## src/rtl/banco_registradores_pkg.sv

```systemverilog
// Shared constants and operand payload type for the register file and the control unit.
package banco_registradores_pkg;

    localparam int unsigned DATA_W   = 32;
    localparam int unsigned ADDR_W   = 5;
    localparam int unsigned NUM_REGS = 2 ** ADDR_W;
    localparam int unsigned IMM_W    = 16;

    localparam logic [ADDR_W-1:0] REG_ZERO = 5'd0;

    localparam logic EXT_SIGN = 1'b0;
    localparam logic EXT_ZERO = 1'b1;

    typedef struct packed {
        logic [DATA_W-1:0] valor1;
        logic [DATA_W-1:0] valor2;
        logic [DATA_W-1:0] imediato;
    } operandos_t;

endpackage

```

## src/rtl/banco_registradores_extensor_sinal.sv

```systemverilog
// Combinational 16->32 immediate extender; also reused for branch-offset generation.
module extensor_sinal
    import banco_registradores_pkg::*;
(
    input  logic [IMM_W-1:0]  imm16,
    input  logic              ext_sel,
    output logic [DATA_W-1:0] imediato_c
);

    always_comb begin
        imediato_c = {{(DATA_W-IMM_W){imm16[IMM_W-1]}}, imm16};
        if (ext_sel == EXT_ZERO) begin
            imediato_c = {{(DATA_W-IMM_W){1'b0}}, imm16};
        end
    end

endmodule

```

## src/rtl/banco_registradores.sv

```systemverilog
// 32x32 MIPS register file with a registered operand-fetch stage feeding the ALU.
module banco_registradores
    import banco_registradores_pkg::*;
(
    input  logic              clk,
    input  logic              rst_n,
    input  logic              rd_en,
    input  logic [ADDR_W-1:0] rs,
    input  logic [ADDR_W-1:0] rt,
    input  logic [IMM_W-1:0]  imm16,
    input  logic              ext_sel,
    input  logic              regwrite,
    input  logic [ADDR_W-1:0] wr_addr,
    input  logic [DATA_W-1:0] wr_data,
    output logic [DATA_W-1:0] valor1,
    output logic [DATA_W-1:0] valor2,
    output logic [DATA_W-1:0] imediato,
    output logic              op_valid
);

    logic [DATA_W-1:0] regs [NUM_REGS];
    logic [DATA_W-1:0] leitura1_c;
    logic [DATA_W-1:0] leitura2_c;
    logic [DATA_W-1:0] imediato_c;
    logic              escrita_c;
    operandos_t        ops_q;

    assign escrita_c = regwrite && (wr_addr != REG_ZERO);

    extensor_sinal u_extensor (
        .imm16      (imm16),
        .ext_sel    (ext_sel),
        .imediato_c (imediato_c)
    );

    // Write-first read ports: a same-cycle write to the addressed register is bypassed.
    always_comb begin
        leitura1_c = '0;
        leitura2_c = '0;
        if (rs != REG_ZERO) begin
            leitura1_c = (escrita_c && (wr_addr == rs)) ? wr_data : regs[rs];
        end
        if (rt != REG_ZERO) begin
            leitura2_c = (escrita_c && (wr_addr == rt)) ? wr_data : regs[rt];
        end
    end

    // Entry 0 is never written, so it stays at its reset value of zero.
    always_ff @(posedge clk or negedge rst_n) begin
        if (!rst_n) begin
            regs <= '{default: '0};
        end else if (escrita_c) begin
            regs[wr_addr] <= wr_data;
        end
    end

    always_ff @(posedge clk or negedge rst_n) begin
        if (!rst_n) begin
            ops_q    <= '0;
            op_valid <= 1'b0;
        end else begin
            op_valid <= rd_en;
            if (rd_en) begin
                ops_q.valor1   <= leitura1_c;
                ops_q.valor2   <= leitura2_c;
                ops_q.imediato <= imediato_c;
            end
        end
    end

    assign valor1   = ops_q.valor1;
    assign valor2   = ops_q.valor2;
    assign imediato = ops_q.imediato;

endmodule
```

## config.mk

```make
export PLATFORM = sky130hd
export DESIGN_NAME = banco_registradores
export DESIGN_NICKNAME = d
export VERILOG_FILES = /design/src/rtl/banco_registradores_pkg.sv /design/src/rtl/banco_registradores_extensor_sinal.sv /design/src/rtl/banco_registradores.sv
export SDC_FILE = /design/constraint.sdc
export NUM_CORES = 2
export LEC_CHECK = 0
export CAP_MARGIN = 10
export CORE_AREA = 4 4 250 375
export CTS_CLUSTER_SIZE = 14
export DETAILED_ROUTE_END_ITERATION = 10
export DIE_AREA = 0 0 254 379
export DONT_BUFFER_PORTS = 1
export GPL_TIMING_DRIVEN = 0
export PLACE_DENSITY = 0.9
export RECOVER_POWER = 25
export SKIP_CTS_REPAIR_TIMING = 1
export SLEW_MARGIN = 10
export SYNTH_ARGS = -nofsm -noshare
export SYNTH_HDL_FRONTEND = slang
export SYNTH_HIERARCHICAL = 1
export SYNTH_SLANG_ARGS = --single-unit
```

## constraint.sdc

```tcl
create_clock -name clk -period 1.7 [get_ports clk]
set_input_delay 0.51 -clock clk [delete_from_list [all_inputs] [get_ports clk]]
set_output_delay 0.51 -clock clk [all_outputs]
set_load 0.05 [all_outputs]
```

==> results_dict.tcl <==
set metrics [dict create \
    outcome "complete, but fails checks" \
    violations "hold timing, setup timing" \
    grt_setup_unrepaired "true" \
    place.detailed.hpwl_um 134000 \
    ys_ff_latch 1121 \
    cts-htree-levels 3 \
    final_routed_drc_violation_total 0 \
    grt_use_total 0.417 \
    report.final.hold_viol_count 199 \
    whs_ns -0.526 \
    die_h_um 379 \
    largest_fanout_on_the_critical_path 10 \
    wl_met3_um 30200 \
    cp.required_ns 2.31 \
    finalWirelength_um 217000 \
    final.period_utilization 1.13 \
    final_cells 5170 \
    grt_overflow 0 \
    power_leakage_uw 0.0293 \
    post_synth_instance_area_mm2 0.0584 \
    antenna_found_initial 12 \
    clk_pin_slew_worst_paths_ns 0.07 \
    final.setup_skew_ns 0.0435 \
    post_synth.cell_area_avg_um2 15.7 \
    final_net_count 3990 \
    met1Wirelength_um 64000 \
    fp.coreArea_mm2 0.0902 \
    setup.worst_path.end_class "flop" \
    die_footprint_mm2 0.0963 \
    setup_violations 402 \
    fraction_of_power_spent_switching_nets 0.308 \
    drtAntennaViolNets 0 \
    place_inst 4879 \
    grt_max_degree 1122 \
    grt_pass1_vias 42613 \
    postLayoutSetupSlackWorst_ns -0.217 \
    place.gp.congestion 1.02 \
    power_density_mw_per_mm2 1190 \
    cts_sinks 1121 \
    timing.setup.tns_ns -38.60 \
    distinct_cell_type_count_after_synthesis 34 \
    syn2layout_area_growth_pct 17.1 \
    route.vias.total 42127 \
    launching_element_type_of_the_critical_path "input pin" \
    worst-r2r-cell-count 4 \
    maximum_frequency_from_static_timing_analysis_ghz 0.522 \
    pin_count 165 \
    drt_pass1_iterations 10 \
    grt_first_pass_wirelength_um 287000 \
    worst_vdd_ir_mv 0.667 \
    clock_insertion_delay_worst_skew_ns 0.75 \
    viasPerCell 8.15 \
    cap_violations 0 \
    detail_route.wl_per_cell_um 41.9 \
    hold_path.class "input pin to asynchronous set/reset pin" \
    count_of_standard_cell_rows 135 \
    p_comb_frac 0.233 \
    worst_r2r_endpoint "valor1[24]" \
    drtIter0Drc 6702 \
    layout-drive-gt1-share 0.597 \
    syn_inst 3715 \
    tritoncts "yes" \
    min_clock_period_post_route_ns 1.92 \
    timing.rr.start "regs[24]" \
    cp.arrival_ns 2.53 \
    routed.top_layer "met5" \
    power_report.internal_total_uw 56100 \
    power.share.sequential 0.471 \
    slew_viol_final 0 \
    numCtsBuffers 101 \
    synth.yosys.warnings 6 \
    net_switching_power_figure_uw 25000 \
    layout_commonest_cell "sky130_fd_sc_hd__dfrtp_1" \
    path_class "input pin to flop" \
    numPortBuffers 0 \
    commonest_non_fill_non_tap_cells_in_the_layout "sky130_fd_sc_hd__dfrtp_1 (1023), sky130_fd_sc_hd__mux2_2 (602), sky130_fd_sc_hd__mux4_2 (576), sky130_fd_sc_hd__mux2_4 (416), sky130_fd_sc_hd__clkbuf_1 (169)" \
    max_slew.worst_pin.slew_ns 1.07 \
    max-slew-margin-rel 0.287 \
    met2WireLength_um 95700 \
    synth_nets 3783 \
    seq_area_frac_synth 0.480 \
    regToRegSetupSlack_ns -0.19 \
    fp.dieW_um 254 \
    cts_buffer_depth 3 \
    cts_root_buf "sky130_fd_sc_hd__clkbuf_16" \
    start_util 0.647 \
    num-fill-cells 4562 \
    clock_power_share 0.296 \
]
==> cell families after synthesis <==
group / synth area share
XOR/XNOR: 0.00150
AND/OR/NAND/NOR: 0.0166
flip-flops: 0.480
multiplexers: 0.420
AO/OA/AOI/OAI: 0.0401
buffers and inverters: 0.0418
==> critical path: stages <==
cell                       delay [ns]
sky130_fd_sc_hd__buf_12          0.13
sky130_fd_sc_hd__nand3b_1        0.34
sky130_fd_sc_hd__nor2_1          0.77
sky130_fd_sc_hd__clkbuf_8        0.42
sky130_fd_sc_hd__mux2_4          0.34
==> stage by stage <==
step / cell area, µm² / hold WS, ns / util / total power (µW) / setup WS (ns)
after CTS: 65800 / -0.454 / 0.730 / 77600 / -1.05
after floorplan: 61000 / 0.214 / - / 49200 / -0.444
final: 68400 / -0.526 / 0.758 / 81100 / -0.217
after detailed placement: 62500 / 0.296 / 0.693 / 54100 / -1.70
after global routing: 68400 / -0.530 / 0.758 / 82700 / -0.260
after global placement: 62500 / 0.314 / 0.693 / 52900 / -1.75
==> routing by layer <==
| layer | vias up | global-route usage |
|---|---|---|
| li1 | 14760 | - |
| met3 | 1732 | 0.153 |
| met2 | 4360 | 0.624 |
| met1 | 21261 | 0.467 |
| met4 | 14 | 0.377 |
| met5 | - | 0.00208 |
==> cell usage after synthesis <==
cell type                   count  share of area
sky130_fd_sc_hd__xor2_1        10         0.0015
sky130_fd_sc_hd__buf_6         23         0.0044
sky130_fd_sc_hd__buf_4         44         0.0057
sky130_fd_sc_hd__buf_2        104         0.0089
sky130_fd_sc_hd__nor3_1         1       0.000086
sky130_fd_sc_hd__mux4_2       576           0.22
sky130_fd_sc_hd__and2_1         2        0.00021
sky130_fd_sc_hd__or4_1          2        0.00026
sky130_fd_sc_hd__buf_1         66         0.0042
sky130_fd_sc_hd__or2_2          2        0.00021
sky130_fd_sc_hd__a2111oi_2      1        0.00026
sky130_fd_sc_hd__clkbuf_1     223          0.014
sky130_fd_sc_hd__nor2_1        85         0.0055
sky130_fd_sc_hd__nor2b_4        1        0.00024
sky130_fd_sc_hd__nand3b_1       3        0.00039
sky130_fd_sc_hd__o221ai_1      64         0.0096
sky130_fd_sc_hd__a21o_1         2        0.00026
sky130_fd_sc_hd__inv_1          2        0.00013
sky130_fd_sc_hd__or3_1          1        0.00011
sky130_fd_sc_hd__a211o_1        2        0.00030
sky130_fd_sc_hd__nand2_1       19         0.0012
sky130_fd_sc_hd__dfrtp_1     1121           0.48
sky130_fd_sc_hd__nor2b_1       68         0.0073
sky130_fd_sc_hd__nand3_1        2        0.00017
sky130_fd_sc_hd__and3_1         1        0.00011
sky130_fd_sc_hd__mux2_2      1024           0.20
sky130_fd_sc_hd__a22o_1       128          0.019
sky130_fd_sc_hd__nor3_2         3        0.00051
sky130_fd_sc_hd__nor3b_1        3        0.00039
sky130_fd_sc_hd__o21a_1         2        0.00026
sky130_fd_sc_hd__o21ai_0        2        0.00017
sky130_fd_sc_hd__a2111oi_4      1        0.00047
sky130_fd_sc_hd__clkinv_1      63         0.0040
sky130_fd_sc_hd__a41oi_1       64         0.0096
==> sequential cells by signal, summed over array words and instances, names as in the netlist <==
register  count
imediato     32
op_valid      1
regs       1024
valor1       32
valor2       32
==> power groups by stage <==
stage	clock [µW]	sequential (µW)	combinational [µW]
5_1_grt	24800	38400	19500
4_1_cts	23700	37400	16600
6_report	24000	38200	18900
3_3_place_gp	0	37100	15800
2_1_floorplan	0	36000	13200
3_5_place_dp	0	37800	16300
==> how the worst max path moves through the flow <==
stage	from	end	slack, ns
4_1_cts	rs[2]	valor1[11]	-1.05
3_3_place_gp	rs[2]	valor1[18]	-1.75
5_1_grt	rs[0]	valor1[30]	-0.26
6_report	wr_addr[3]	regs[274]	-0.22
2_1_floorplan	rs[0]	valor1[7]	-0.44
3_5_place_dp	rs[2]	valor1[17]	-1.70
==> cell type report <==
class / count / area, µm² / area share
clock buffers: 151 / 2990 / 0.0437
flip-flops and latches: 1121 / 28200 / 0.412
plain buffers: 455 / 3660 / 0.0535
inverters: 65 / 263 / 0.00384
well taps: 1164 / 1460 / 0.0213
multi-input cells: 2069 / 30100 / 0.440
diodes: 6 / 15.0 / 0.000220
clock inverters: 30 / 355 / 0.00520
repair buffers: 109 / 1350 / 0.0197
No activity file was read; power rests on OpenSTA's default activity.
